<file path="config.mk">
export PLATFORM = sky130hd
export DESIGN_NAME = io_seg_display_port
export DESIGN_NICKNAME = d
export VERILOG_FILES = /design/src/rtl/io_seg_display_port.sv
export SDC_FILE = /design/constraint.sdc
export NUM_CORES = 1
export LEC_CHECK = 0
export ABC_CLOCK_PERIOD_IN_PS = 5700
export BUFFER_PORTS_ARGS = -buffer_cell sky130_fd_sc_hd__buf_4
export CORE_UTILIZATION = 47
export DETAILED_ROUTE_END_ITERATION = 10
export GPL_TIMING_DRIVEN = 0
export MAX_ROUTING_LAYER = met4
export PLACE_DENSITY = 0.76
export RECOVER_POWER = 100
export SYNTH_ARGS = -nofsm -noshare
export SYNTH_HDL_FRONTEND = slang
export SYNTH_SLANG_ARGS = --single-unit
export TNS_END_PERCENT = 100
</file>
<file path="constraint.sdc">
create_clock -name clock -period 5.7 [get_ports clock]
set_input_delay 0.855 -clock clock [delete_from_list [all_inputs] [get_ports clock]]
set_output_delay 0.855 -clock clock [all_outputs]
set_load 0.02 [all_outputs]
</file>
<file path="src/rtl/io_seg_display_port.sv">
// Memory-mapped six-digit 7-segment output port. Stored 8-bit values are converted to two
// decimal digits per pair by one shared sequential double-dabble engine.
module io_seg_display_port #(
    parameter bit BLANK_TENS_ZERO = 1'b0,
    parameter int SHIFT_BITS      = 8
) (
    input  logic        clock,
    input  logic        reset,
    input  logic        wr_en,
    input  logic [1:0]  wr_addr,
    input  logic [7:0]  wr_data,
    output logic        busy,
    output logic [41:0] io_out
);

    localparam logic [1:0] ST_IDLE   = 2'd0;
    localparam logic [1:0] ST_SHIFT  = 2'd1;
    localparam logic [1:0] ST_COMMIT = 2'd2;
    localparam logic [2:0] LAST_SHIFT = 3'(SHIFT_BITS - 1);
    localparam logic [6:0] SEG_ZERO  = 7'b100_0000;
    localparam logic [6:0] SEG_ERR   = 7'b000_0110;
    localparam logic [6:0] SEG_BLANK = 7'b111_1111;

    logic [1:0]  state_r;
    logic [7:0]  value_r [0:2];
    logic [2:0]  pending_r;
    logic [1:0]  sel_r;
    logic        over_r;
    logic [19:0] shift_r;
    logic [2:0]  count_r;
    logic        busy_r;
    logic [41:0] seg_r;

    logic [2:0]  write_hit_s;
    logic [1:0]  lowest_s;
    logic [7:0]  load_val_s;
    logic [2:0]  clear_s;
    logic [2:0]  pending_next_s;
    logic [6:0]  tens_seg_s;
    logic [6:0]  ones_seg_s;

    function automatic logic [6:0] seg_of(input logic [3:0] d);
        logic [6:0] s;
        case (d)
            4'd0:    s = 7'b100_0000;
            4'd1:    s = 7'b111_1001;
            4'd2:    s = 7'b010_0100;
            4'd3:    s = 7'b011_0000;
            4'd4:    s = 7'b001_1001;
            4'd5:    s = 7'b001_0010;
            4'd6:    s = 7'b000_0010;
            4'd7:    s = 7'b111_1000;
            4'd8:    s = 7'b000_0000;
            4'd9:    s = 7'b001_0000;
            default: s = SEG_ERR;
        endcase
        return s;
    endfunction

    // One double-dabble iteration over {hundreds, tens, ones, binary}: correct then shift.
    function automatic logic [19:0] dabble_step(input logic [19:0] s);
        logic [19:0] t;
        t = s;
        for (int k = 0; k < 3; k++) begin
            t[8 + 4*k +: 4] = (t[8 + 4*k +: 4] >= 4'd5) ? (t[8 + 4*k +: 4] + 4'd3)
                                                          : t[8 + 4*k +: 4];
        end
        return {t[18:0], 1'b0};
    endfunction

    // Write decode, lowest-pending pick and pending-bit bookkeeping.
    always_comb begin
        write_hit_s = 3'b000;
        if (wr_en && (wr_addr != 2'd3)) begin
            write_hit_s[wr_addr] = 1'b1;
        end else begin
            write_hit_s = 3'b000;
        end

        if (pending_r[0]) begin
            lowest_s = 2'd0;
        end else if (pending_r[1]) begin
            lowest_s = 2'd1;
        end else begin
            lowest_s = 2'd2;
        end

        case (lowest_s)
            2'd0:    load_val_s = value_r[0];
            2'd1:    load_val_s = value_r[1];
            default: load_val_s = value_r[2];
        endcase

        clear_s = 3'b000;
        if ((state_r == ST_IDLE) && (pending_r != 3'b000)) begin
            clear_s[lowest_s] = 1'b1;
        end else begin
            clear_s = 3'b000;
        end
        // A write on the load edge wins, so the pair is converted again with the new value.
        pending_next_s = (pending_r & ~clear_s) | write_hit_s;
    end

    // Glyphs for the pair being committed.
    always_comb begin
        if (over_r) begin
            tens_seg_s = SEG_ERR;
            ones_seg_s = SEG_ERR;
        end else begin
            ones_seg_s = seg_of(shift_r[11:8]);
            if (BLANK_TENS_ZERO && (shift_r[15:12] == 4'd0)) begin
                tens_seg_s = SEG_BLANK;
            end else begin
                tens_seg_s = seg_of(shift_r[15:12]);
            end
        end
    end

    // Value registers, pending flags, conversion FSM and committed segment state.
    always_ff @(posedge clock) begin
        if (reset) begin
            state_r    <= ST_IDLE;
            value_r[0] <= 8'd0;
            value_r[1] <= 8'd0;
            value_r[2] <= 8'd0;
            pending_r  <= 3'b000;
            sel_r      <= 2'd0;
            over_r     <= 1'b0;
            shift_r    <= 20'd0;
            count_r    <= 3'd0;
            busy_r     <= 1'b0;
            seg_r      <= {6{SEG_ZERO}};
        end else begin
            for (int i = 0; i < 3; i++) begin
                if (write_hit_s[i]) begin
                    value_r[i] <= wr_data;
                end
            end
            pending_r <= pending_next_s;
            busy_r    <= (pending_r != 3'b000) || (state_r != ST_IDLE);
            case (state_r)
                ST_IDLE: begin
                    if (pending_r != 3'b000) begin
                        sel_r   <= lowest_s;
                        shift_r <= {12'd0, load_val_s};
                        over_r  <= (load_val_s >= 8'd100);
                        count_r <= 3'd0;
                        state_r <= ST_SHIFT;
                    end
                end
                ST_SHIFT: begin
                    shift_r <= dabble_step(shift_r);
                    count_r <= count_r + 3'd1;
                    if (count_r == LAST_SHIFT) begin
                        state_r <= ST_COMMIT;
                    end
                end
                ST_COMMIT: begin
                    case (sel_r)
                        2'd0:    seg_r[13:0]  <= {tens_seg_s, ones_seg_s};
                        2'd1:    seg_r[27:14] <= {tens_seg_s, ones_seg_s};
                        2'd2:    seg_r[41:28] <= {tens_seg_s, ones_seg_s};
                        default: seg_r        <= seg_r;
                    endcase
                    state_r <= ST_IDLE;
                end
                default: state_r <= ST_IDLE;
            endcase
        end
    end

    assign busy   = busy_r;
    assign io_out = seg_r;

endmodule

</file>
After elaboration in Yosys (flattened, before gate mapping)
Memories as Yosys holds them, arrays and structs flattened. A register that Yosys moved wholly into a read port is not among the register bits.
Index checks and enable logic that the tools add are counted.
{"block": "totals", "mem_count": 3, "wordCells": 96, "register_bits": 74, "ram_bits": 24, "in_bits": 13, "romBits": 224, "output_inout_bits": 43}
{"name": "(no name shown)", "words": 16, "word_bits": 7, "rd": 1, "rd_clocked_by_memory_dff": 1, "wr": 0, "line_no": "44", "rtl": "case (d)"}
{"name": "(no name shown)", "words": 16, "word_bits": 7, "rd": 1, "rd_clocked_by_memory_dff": 1, "wr": 0, "line_no": "44"}
{"name": "value_r", "words": 3, "word_bits": 8, "rd": 3, "rd_clocked_by_memory_dff": 0, "wr": 3, "line_no": "25", "rtl": "logic [7:0] value_r [0:2];"}
{"block": "op_classes", "n_addsub": 4, "order_cmp": 8, "reduce_logical": 17, "n_eq_ne": 9, "muxes": 39, "bitwise": 6}
{"cell": "20-bit case mux with 2 select lines", "count": 1}
{"cell": "4-bit 2-to-1 mux", "count": 6}
{"cell": "8-bit 2-to-1 mux", "count": 3}
{"cell": "20-bit 2-to-1 mux", "count": 1}
{"cell": "8-bit case mux with 2 select lines", "count": 1}
{"cell": "7-bit 2-to-1 mux", "count": 2}
{"cell": "1-bit 2-to-1 mux", "count": 13}
{"cell": "4-bit by 3-bit >= comparator with 1-bit output, second input constant", "count": 3}
{"cell": "3-bit 2-to-1 mux", "count": 4}
{"cell": "2-bit AND reduction", "count": 6}
{"cell": "4-bit by 2-bit adder with 4-bit output, second input constant", "count": 2}
{"cell": "8-bit by 7-bit >= comparator with 1-bit output, second input constant", "count": 1}
{"cell": "2-bit 2-to-1 mux", "count": 4}
{"cell": "2-bit by 1-bit == test with 1-bit output, second input constant", "count": 3}
{"cell": "2-bit zero test", "count": 3}
{"cell": "2-bit by 3-bit < comparator with 1-bit output, second input constant", "count": 2}
{"cell": "3-bit case mux with 2 select lines", "count": 1}
{"cell": "1-bit demux with 2-bit select", "count": 2}
{"cell": "2-bit == test, second input constant", "count": 2}
{"cell": "2-bit by 1-bit >= comparator with 1-bit output, second input constant", "count": 2}
{"cell": "1-bit logical AND", "count": 4}
{"cell": "2-bit != test, second input constant", "count": 2}
{"cell": "2-bit case mux with 2 select lines", "count": 1}
{"cell": "2-bit nonzero test", "count": 2}
{"cell": "10 further kinds", "count": 12}

Depth between registers and ports, before layout
Gate-level depths: netlist of the first run.
{"block": "depth", "ltp_word": 10, "depth_mapped": 10, "mapped_depth_nobuf": 10}

Worst setup path before layout of the first run
Ideal clock, no wire load.
{"block": "synth_timing", "kind": "input to register", "startpoint": "input reset", "endpoint": "register with a tool-made name", "required_ns": 5.617, "slack_ns": 3.234, "path_buffers": 1, "setup_time_ns": 0.083, "stages": 7, "arrival_ns": 2.383, "path_cell_list": "clkbuf_1 -> nor2_1 -> a22oi_1 -> inv_1 -> ha_1 -> or2_2 -> o221ai_1"}
{"item": "from (decl)", "line_no": "8", "rtl": "input logic reset,"}

==> results by group, run 1 <==
Timing
  – Final setup violation count: 0
  – Slew margin rel.: 39.4%
  – Final worst slack: 3.06 ns
  – Final period utilization: between 40 and 50%
  – Slew Limit Fails: 0
  – RSZ-0062 raised after global routing: false
  – Tmin final: 2.64 ns
  – Worst slew pin tran: 0.903 ns
  – Worst Skew: approximately 0.013 ns
  – Hold Fails Final Rpt: 0
  – Hold Slack: about 0.46 ns
  – Setup Total Neg Slack: 0 ns
  – FMAX: 0.378 GHz

Power
  – Leak: approximately 1.8 nW
  – Cell Pwr Density: 265 nW/um^2
  – VDD IR max: 175 uV
  – Total power: 0.00135 W

Final layout
  – # fillers: ~860
  – Cell Count, Final, Fillers Out: about 660
  – Total Nets Final: 560
  – P&R area growth vs syn: 12.3%
  – Share of cells above drive strength 1: a little under 7%
  – Diodes inserted: 0

Worst setup path
  – Worst EP required: ~6 ns
  – Crit Path Category: primary input to flop
  – CP max-delay cell: a22oi_1
  – CP Max Fanout: 10
  – Largest stage delay on the critical path: 0.44 ns
  – CP dominant cell by count: clkbuf_1
  – CP arrival: 2.93 ns
  – R2r startpoint: shift_r[13]
  – Startpoint Class: primary input
  – Cells along the critical path: clkbuf_1 > clkbuf_1 > nor2_1 > a22oi_1 > inv_1 > ha_1 > or2_2 > o221ai_1
  – Crit. End Element: flop
  – First element of the critical path: reset

Synthesis
  – Async S/R FF share, synth: 0%
  – Post-Syn Area: 4520 sq um
  – Top post-synthesis cells by count: dfxtp_1 (84), nand2_1 (64), nor2_1 (51), a21oi_1 (36), edfxtp_1 (24)
  – Synth Flop Type: dfxtp_1
  – Part of the Yosys area used for sequential elements: 53.1%
  – Synth top area cells: dfxtp_1 (37%), edfxtp_1 (16%), nand2_1 (5.3%), ha_1 (4.7%), nor2_1 (4.2%)
  – Most common cell in the synthesized netlist: dfxtp_1
  – Yosys warnings: 0
  – Avg Inst Size Synth: 9.75 sq um
  – Cells after synthesis: 464
  – Post-synth EDFFs: 24
  – Yosys top cell area share: 37.2%
  – Area leader, netlist: dfxtp_1
  – Library cells used by synthesis: 48
  – #FFs+latches synth: approximately 110
  – Syn nets: 494

GRT
  – GR Overflow Total: 0
  – Global-route wire length before repair: 16,200 microns
  – Pin count of the biggest net entering global routing: 19
  – Gr usage total: 21.2%
  – Initial antenna violation count: 0
  – Vias in the first global route: 3,463

Die
  – Row cnt: 35
  – Die height: 100 microns
  – Die area: 10,000 sq um
  – Initial core utilization: between 40% and 50%
  – Die W: roughly 100 microns
  – Ports: 56
  – CORE AREA: ~9300 sq um

Detailed routing
  – # DRC: 0
  – Detailed Route Iter0 Violations: 130
  – Detail Route Antenna Nets: 0
  – Vias per inst: 5.37
  – Routed vias: 3,560
  – Pre-antenna DRT Iters: 6
  – WL per Instance: 15.0 microns
  – DRT Wirelength: 9930 microns

Clocking
  – TritonCTS clock tree: done
  – Clock Pin Slew Worst Setup and Hold Paths: ~0.10 ns
  – Post-CTS repair timing setup buffer count: 0
  – Number of buffers created by CTS: 9
  – PostCTS Resize Cnt: 0
  – Root Driver: clkbuf_8
  – Clock latency at the later pin of the worst-skew pair: 0.37 ns
  – # hold bufs at CTS: 0
  – Worst-case clock buffer depth: 2
  – Clk sinks: approximately 110
  – H-tree depth: 3

Job
  – Max-Cap Viols: 0

Placed design
  – RD Place Congestion: about 0.89
  – Final HPWL from detailed placement: 7230 microns
  – Placed Cells: 648
  – Pre-CTS WS: 2.70 ns
  – # port buffers: 55

Run status
  – Outcome: finished clean

Hold path
  – HP Start: io_out[33]
  – HP Class: flop to flop
==> placed cells by master, fill, tap and decap left out, types with 2 or more instances in the layout <==
| master | count |
|---|---|
| nor3_1 | 5 |
| ha_1 | 17 |
| buf_2 | 2 |
| a222oi_1 | 6 |
| nor2_1 | 52 |
| nor2b_1 | 8 |
| edfxtp_1 | 24 |
| a211o_1 | 11 |
| nand2_1 | 64 |
| mux2i_1 | 9 |
| clkbuf_8 | 10 |
| o21ai_0 | 14 |
| nand4_1 | 2 |
| or2_2 | 2 |
| a31oi_1 | 6 |
| inv_1 | 15 |
| clkinv_4 | 3 |
| o221ai_1 | 2 |
| dfxtp_1 | 84 |
| and2_0 | 10 |
| or3_1 | 3 |
| a211oi_1 | 24 |
| a21oi_1 | 36 |
| a32o_1 | 2 |
| nand3_1 | 5 |
| a21o_1 | 4 |
| clkbuf_1 | 66 |
| buf_4 | 11 |
| xnor2_1 | 3 |
| nand2b_1 | 8 |
| nand3b_1 | 2 |
| a22oi_1 | 6 |
==> worst max-delay path, delay by kind of cell <==
kind                       cells  cell delay [ns]
AOI/OAI and AO/OA              2             0.61
adders and majority gates      1             0.24
buffers and inverters          3             0.71
and+or+nand+nor                2             0.50
==> power breakdown <==
group | switching [W] | internal [W]
Sequential | 0.0000132 | 0.000806
Clock | 0.000258 | 0.000174
Combinational | 0.0000609 | 0.0000324
Total | 0.000332 | 0.00101
==> final cells by class <==
class,instances,area [sq um],area share [%]
inverters,15,56.3,1.11
well taps,129,161,3.18
repair buffers,55,248,4.88
flip-flops and latches,108,2400,47.3
multi-input cells,316,1920,37.8
clock buffers,10,138,2.71
plain buffers,25,104,2.04
clock inverters,5,50.0,0.985
==> logic make-up after synthesis <==
| kind of cell | Yosys count | synth area share (%) |
|---|---|---|
| compound gates | 118 | 18.1 |
| xor+xnor | 3 | 0.581 |
| fa+ha+maj | 17 | 4.70 |
| buf+inv | 40 | 3.68 |
| flops | 108 | 53.1 |
| mux | 9 | 1.99 |
| simple gates | 169 | 17.8 |
==> layer usage <==
layer / vias to the layer above / part of all wire (%) / track usage [%]
met3: 24 / 5.8 / 4.74
met1: 1652 / 43 / 24.1
met2: 119 / 49 / 36.2
li1: 1765 / - / -
met5: - / 0 / -
met4: 0 / 2.3 / 9.03
==> path summary, 6_finish.rpt <==
kind           endpoint  slack, ns  depth (start not counted)
max                flop       3.06                          8
min          io_out[33]       0.46                          2
max reg2reg        flop       3.16                         10
min reg2reg  io_out[33]       0.46                          2
==> metrics by stage <==
stage	util, %	instance area, sq um
after floorplan	-	4520
after global placement	54.9	5100
after detailed placement	54.9	5100
after CTS	56.9	5280
after global routing	54.7	5080
final	54.7	5080
(Power assumes the default switching activity.)
==> run 2: changes to the inputs <==
ABC_AREA = 1   (was unset)
ABC_CLOCK_PERIOD_IN_PS = 2400   (was 5700)
PLACE_DENSITY = 0.78   (was 0.76)
clock period = 2.4 ns   (was 5.7 ns; I/O delays follow)
==> run 2 against run 1 <==
  * Clock skew up 0.0036 ns
  * Sequential share of layout area up 0.36 points
  * Final cell count increased by 11%
  * Sequential cell count unchanged
  * Count of clock-buffer cells in the layout fell by 1
  * Global-route usage hardly changed
  * Sequential power is 140% higher
  * Synthesized area up 0.72%
  * Worst setup slack worse by 2.8 ns
  * Synthesized cell count is 16% higher
==> results by group, run 2 <==
Clocking
  – Clock latency at the later pin of the worst-skew pair: approximately 0.37 ns
  – Post-CTS repair timing setup buffer count: 0
  – Clock Pin Slew Worst Setup and Hold Paths: 0.11 ns
  – TritonCTS clock tree: done
  – Number of buffers created by CTS: 9
  – # hold bufs at CTS: 0
  – H-tree depth: 3
  – Root Driver: clkbuf_8
  – Worst-case clock buffer depth: 2
  – PostCTS Resize Cnt: 0
  – Clk sinks: about 110

Worst setup path
  – CP max-delay cell: dfxtp_1
  – CP arrival: 2.39 ns
  – Startpoint Class: flop
  – Cells along the critical path: nor2_4 > nand3_1 > nand2_4 > buf_4 > nand2_1 > o21ai_2 > nand2_1 > inv_1 > ha_1 > inv_1 > nand2_1 > nand2_1 > a21oi_1
  – Worst reg2reg path depth: 13
  – CP Max Fanout: 10
  – Worst EP required: 2.68 ns
  – Crit. End Element: flop
  – Top delay family on crit path: simple AND/OR/NAND/NOR gates
  – Crit Path Category: flop to flop
  – CP dominant cell by count: nand2_1
  – Largest stage delay on the critical path: ~0.35 ns
  – Reg2reg setup slack: 0.28 ns
  – R2r startpoint: pending_r[0]
  – WP buf/inv: 3

Synthesis
  – Cells after synthesis: 536
  – #FFs+latches synth: ~110
  – Avg Inst Size Synth: around 8.5 sq um
  – Part of the Yosys area used for sequential elements: 52.7%
  – Library cells used by synthesis: 35
  – Synth Flop Type: dfxtp_1
  – Synth top area cells: dfxtp_1 (37%), edfxtp_1 (16%), nand2_1 (10%), nor2_1 (4.7%), ha_1 (4.7%)
  – Yosys warnings: 0
  – Post-Syn Area: roughly 4600 sq um
  – Post-synth EDFFs: 24
  – Top post-synthesis cells by count: nand2_1 (124), dfxtp_1 (84), nor2_1 (57), inv_1 (52), o21ai_0 (38)
  – Async S/R FF share, synth: 0%
  – Area leader, netlist: dfxtp_1
  – Syn nets: 566
  – Yosys top cell area share: 36.9%
  – Most common cell in the synthesized netlist: nand2_1

Detailed routing
  – Pre-antenna DRT Iters: 4
  – Detail Route Antenna Nets: 0
  – WL per Instance: 13.4 microns
  – Detailed Route Iter0 Violations: 284
  – Vias per inst: 5.07
  – DRT Wirelength: 9870 microns
  – Routed vias: approximately 3,700
  – # DRC: 0

Timing
  – Setup Total Neg Slack: 0 ns
  – Hold Fails Final Rpt: 0
  – Slew Limit Fails: 0
  – Tmin final: 2.12 ns
  – Final worst slack: 0.283 ns
  – FMAX: 0.472 GHz
  – Hold Slack: 0.314 ns
  – RSZ-0062 raised after global routing: false
  – Final period utilization: 88.2%
  – Worst Skew: 0.0165 ns
  – Slew margin rel.: 58.8%
  – Worst slew pin tran: 0.618 ns
  – Final setup violation count: 0

Final layout
  – Total Nets Final: 631
  – Commonest non-fill, non-tap cells in the layout: nand2_1 (128), dfxtp_1 (84), nor2_1 (60), clkbuf_1 (58), inv_1 (56)
  – Diodes inserted: 0
  – Most common cell after layout, fill and taps aside: nand2_1
  – # fillers: slightly above 900
  – Share of cells above drive strength 1: under 10%
  – P&R area growth vs syn: 10.7%

Job
  – Max-Cap Viols: 0

Power
  – VDD IR max: 354 uV
  – Leak: 2.28 nW
  – Logic gate share of total power: 10.6%
  – Switch Pwr: 0.000924 W
  – Sw Ratio: a little over a quarter
  – Cell Pwr Density: 669 nW/um^2
  – Clock power share: between 30% and 40%
  – Reg power frac: 58.6%
  – Internal: 0.00245 W

Placed design
  – Pre-CTS WS: 0.235 ns
  – # port buffers: 54
  – Final HPWL from detailed placement: 7190 microns
  – RD Place Congestion: about 0.86

Die
  – Initial core utilization: 48.8%
  – Ports: 56
  – CORE AREA: 9330 sq um
  – Die height: 100 microns
  – Die area: 10,100 sq um
  – Row cnt: 35
  – Die W: 100 microns

GRT
  – GR Overflow Total: 0
  – Pin count of the biggest net entering global routing: 20
  – Vias in the first global route: 3,626
  – Global-route wire length before repair: 16,400 microns
  – Gr usage total: a little over a fifth
  – Initial antenna violation count: 0

Hold path
  – HP Start: reset
  – HP Class: primary input to flop
  – Hold EP: io_out[12]
  – Hold-critical path depth: 2

Run status
  – Outcome: finished clean
## run 2: cell types whose count changed after synthesis, sizes merged, moves of 22 or more
cell,change
inv,+45
a211oi,-22
nand3,+26
o21ai,+34
nand2,+65
## run 2: metrics by stage
step	total power [W]	cell area [sq um]	instances	utilization (%)
after global placement	0.00238	5120	719	54.9
after floorplan	0.00228	4550	536	-
after global routing	0.00353	5040	735	54.0
after detailed placement	0.00239	5120	719	54.9
after CTS	0.00340	5300	735	56.9
final	0.00337	5040	735	54.0
## run 2: power by group through the flow
stage / clock, W / sequential [W] / combinational (W)
after floorplan: 0 / 0.00201 / 0.000270
after global placement: 0 / 0.00202 / 0.000360
after detailed placement: 0 / 0.00202 / 0.000371
after CTS: 0.00105 / 0.00198 / 0.000374
after global routing: 0.00114 / 0.00199 / 0.000407
final: 0.00104 / 0.00198 / 0.000359
## run 2: kinds of logic (layout without fill, tap and decap cells)
family / Yosys count / after routing / synth area share, %
compound gates: 94 / 94 / 11.8
fa+ha+maj: 17 / 17 / 4.67
buf+inv: 79 / 149 / 7.39
flops: 108 / 108 / 52.7
simple gates: 238 / 238 / 23.4
## run 2: routing by layer
metal  part of all wire (%)  track usage, %  routed length [microns]  up-vias
met4                    1.3            6.58                      131        0
met2                     50            36.3                     4950       93
met5                      0               -                        0        -
met3                    4.5            3.90                      441       16
met1                     44            25.4                     4340     1750
li1                       -               -                        -     1864
## run 2: how the worst max path moves through the flow
stage | from | endpoint | slack (ns) | cells past startpoint
detailed placement | reset | flop | 0.24 | 11
global placement | reset | flop | 0.24 | 11
CTS | pending_r[0] | flop | 0.33 | 13
finish | pending_r[0] | flop | 0.28 | 13
global route | pending_r[1] | flop | 0.09 | 13
floorplan | reset | flop | 0.63 | 11
## run 2: final cells by class
type                            instances  area (sq um)  share of cell area (%)
Clock inverter                          7          58.8                    1.17
Multi-Input combinational cell        349          1740                    34.6
Timing Repair Buffer                   54           240                    4.77
Tap cell                              129           161                    3.20
Buffer                                 18          81.3                    1.61
Inverter                               61           230                    4.57
Sequential cell                       108          2400                    47.7
Clock buffer                            9           124                    2.46
==> run 3: changes to the inputs <==
CTS_CLUSTER_SIZE = 30   (was unset)
GPL_TIMING_DRIVEN = unset   (was 0)
SLEW_MARGIN = 20   (was unset)
==> run 3 against run 2 <==
  * Fmax rose by 2.2%
  * Critical path depth stayed put
  * Clock power is essentially flat
  * Worst hold slack better by 0.010 ns
  * Die area is the same
  * Sequential share of layout area about the same
  * Critical path type unchanged
  * Largest power group unchanged
  * Highest routed layer unchanged
==> results by group, run 3 (synthesized netlist as in run 2, its figures left out) <==
Timing
  – Setup Total Neg Slack: 0 ns
  – Final setup violation count: 0
  – Final period utilization: roughly 86%
  – Slew Limit Fails: 0
  – Slew margin rel.: 55.7%
  – Tmin final: 2.07 ns
  – Hold Fails Final Rpt: 0
  – Worst slew pin tran: 0.665 ns
  – FMAX: 0.483 GHz
  – RSZ-0062 raised after global routing: false
  – Worst Skew: between 0.01 and 0.015 ns

Detailed routing
  – WL per Instance: 12.6 microns
  – # DRC: 0
  – Vias per inst: 5.00
  – Routed vias: 3,614
  – Pre-antenna DRT Iters: 5
  – Detailed Route Iter0 Violations: 245
  – Detail Route Antenna Nets: 0
  – DRT Wirelength: 9120 microns

Final layout
  – # fillers: 877
  – Share of cells above drive strength 1: 9.43%
  – Area of the multi-input gates: approximately 1800 sq um
  – Diodes inserted: 0
  – Register area: 2400 sq um
  – P&R area growth vs syn: 10.6%
  – Most common cell after layout, fill and taps aside: nand2_1
  – Commonest non-fill, non-tap cells in the layout: nand2_1 (125), dfxtp_1 (84), nor2_1 (59), inv_1 (55), clkbuf_1 (46)
  – Post-layout util: 54.0%
  – Total Nets Final: 619

Die
  – Die height: 100 microns
  – Die W: between 100 and 150 microns
  – Initial core utilization: 48.8%
  – Row cnt: 35
  – CORE AREA: 9330 sq um
  – Die area: slightly above 10,000 sq um
  – Ports: 56

Worst setup path
  – Worst reg2reg path depth: 13
  – Worst EP required: 2.66 ns
  – Startpoint Class: flop
  – CP Max Fanout: 16
  – CP arrival: 2.34 ns
  – Crit Path Category: flop to flop
  – Reg2reg setup slack: 0.33 ns
  – Crit. End Element: flop
  – R2r startpoint: pending_r[0]

GRT
  – GR Overflow Total: 0
  – Vias in the first global route: roughly 3,500
  – Initial antenna violation count: 0
  – Pin count of the biggest net entering global routing: 39
  – Global-route wire length before repair: ~15,000 microns
  – Gr usage total: 19.5%

Clocking
  – Clock Pin Slew Worst Setup and Hold Paths: 0.10 ns
  – Clk sinks: about 110
  – Root Driver: clkbuf_8
  – TritonCTS clock tree: done
  – Post-CTS repair timing setup buffer count: 0
  – H-tree depth: 3
  – Number of buffers created by CTS: 9
  – PostCTS Resize Cnt: 0
  – Clock latency at the later pin of the worst-skew pair: 0.37 ns
  – Worst-case clock buffer depth: 2
  – # hold bufs at CTS: 0

Run status
  – Outcome: finished clean

Hold path
  – HP Class: primary input to flop
  – Hold-critical path depth: 3
  – HP Start: wr_en
  – Hold EP: pending_r[1]

Power
  – Leak: 2.28 nW
  – VDD IR max: 303 uV
  – Cell Pwr Density: 668 nW/um^2

Placed design
  – Final HPWL from detailed placement: between 6000 and 7000 microns
  – # port buffers: 55
  – RD Place Congestion: 0.926

Job
  – Max-Cap Viols: 0
run 3: cell type report:
cell class | instances | share of cell area [%]
inverters | 61 | 4.57
well taps | 129 | 3.20
repair buffers | 60 | 5.59
multi-input cells | 349 | 35.3
clock buffers | 11 | 2.81
flip-flops and latches | 108 | 47.7
clock inverters | 5 | 0.869
run 3: worst max-delay path by stage:
stage	startpoint	to	cells after the start
finish	pending_r[0]	flop	13
global route	pending_r[0]	flop	12
CTS	pending_r[0]	flop	13
detailed placement	pending_r[0]	flop	13
global placement	pending_r[0]	flop	13
floorplan	reset	flop	11
run 3: power breakdown:
group	internal [W]	switching (W)	total [W]	leakage, nW
Sequential	0.00194	0.0000469	0.00199	0.916
Combinational	0.000109	0.000231	0.000340	1.27
Clock	0.000420	0.000617	0.00104	0.0945
run 3: critical path, cell delays in order, from the launching register on:
cell and delay [ns]:
dfxtp_1 0.45, nor2_4 0.27, nand3_1 0.18, nand2_4 0.20, inv_2 0.11, o21ai_2 0.14
nand2_2 0.11, inv_1 0.11, ha_1 0.14, inv_1 0.04, nand3_1 0.07, nand2_1 0.06
nand2_1 0.05, nand2_1 0.04
run 3: per-stage QoR:
stage | setup slack (ns) | hold WS, ns | area (sq um) | total power (W) | cells
after floorplan | 0.631 | 0.435 | 4550 | 0.00228 | 536
after global placement | 0.467 | 0.443 | 5060 | 0.00236 | 707
after detailed placement | 0.375 | 0.457 | 5060 | 0.00238 | 707
after CTS | 0.354 | 0.308 | 5250 | 0.00339 | 723
after global routing | 0.0822 | 0.322 | 5040 | 0.00350 | 723
final | 0.328 | 0.324 | 5040 | 0.00336 | 723
run 3: routing by layer:
metal	GRT usage [%]	share of wire, %	routed length [microns]	vias up
met5	-	0	0	-
met4	9.70	2.1	188	0
met3	3.27	3.9	357	17
met2	33.0	49	4440	81
met1	22.3	45	4130	1680
li1	-	-	-	1836
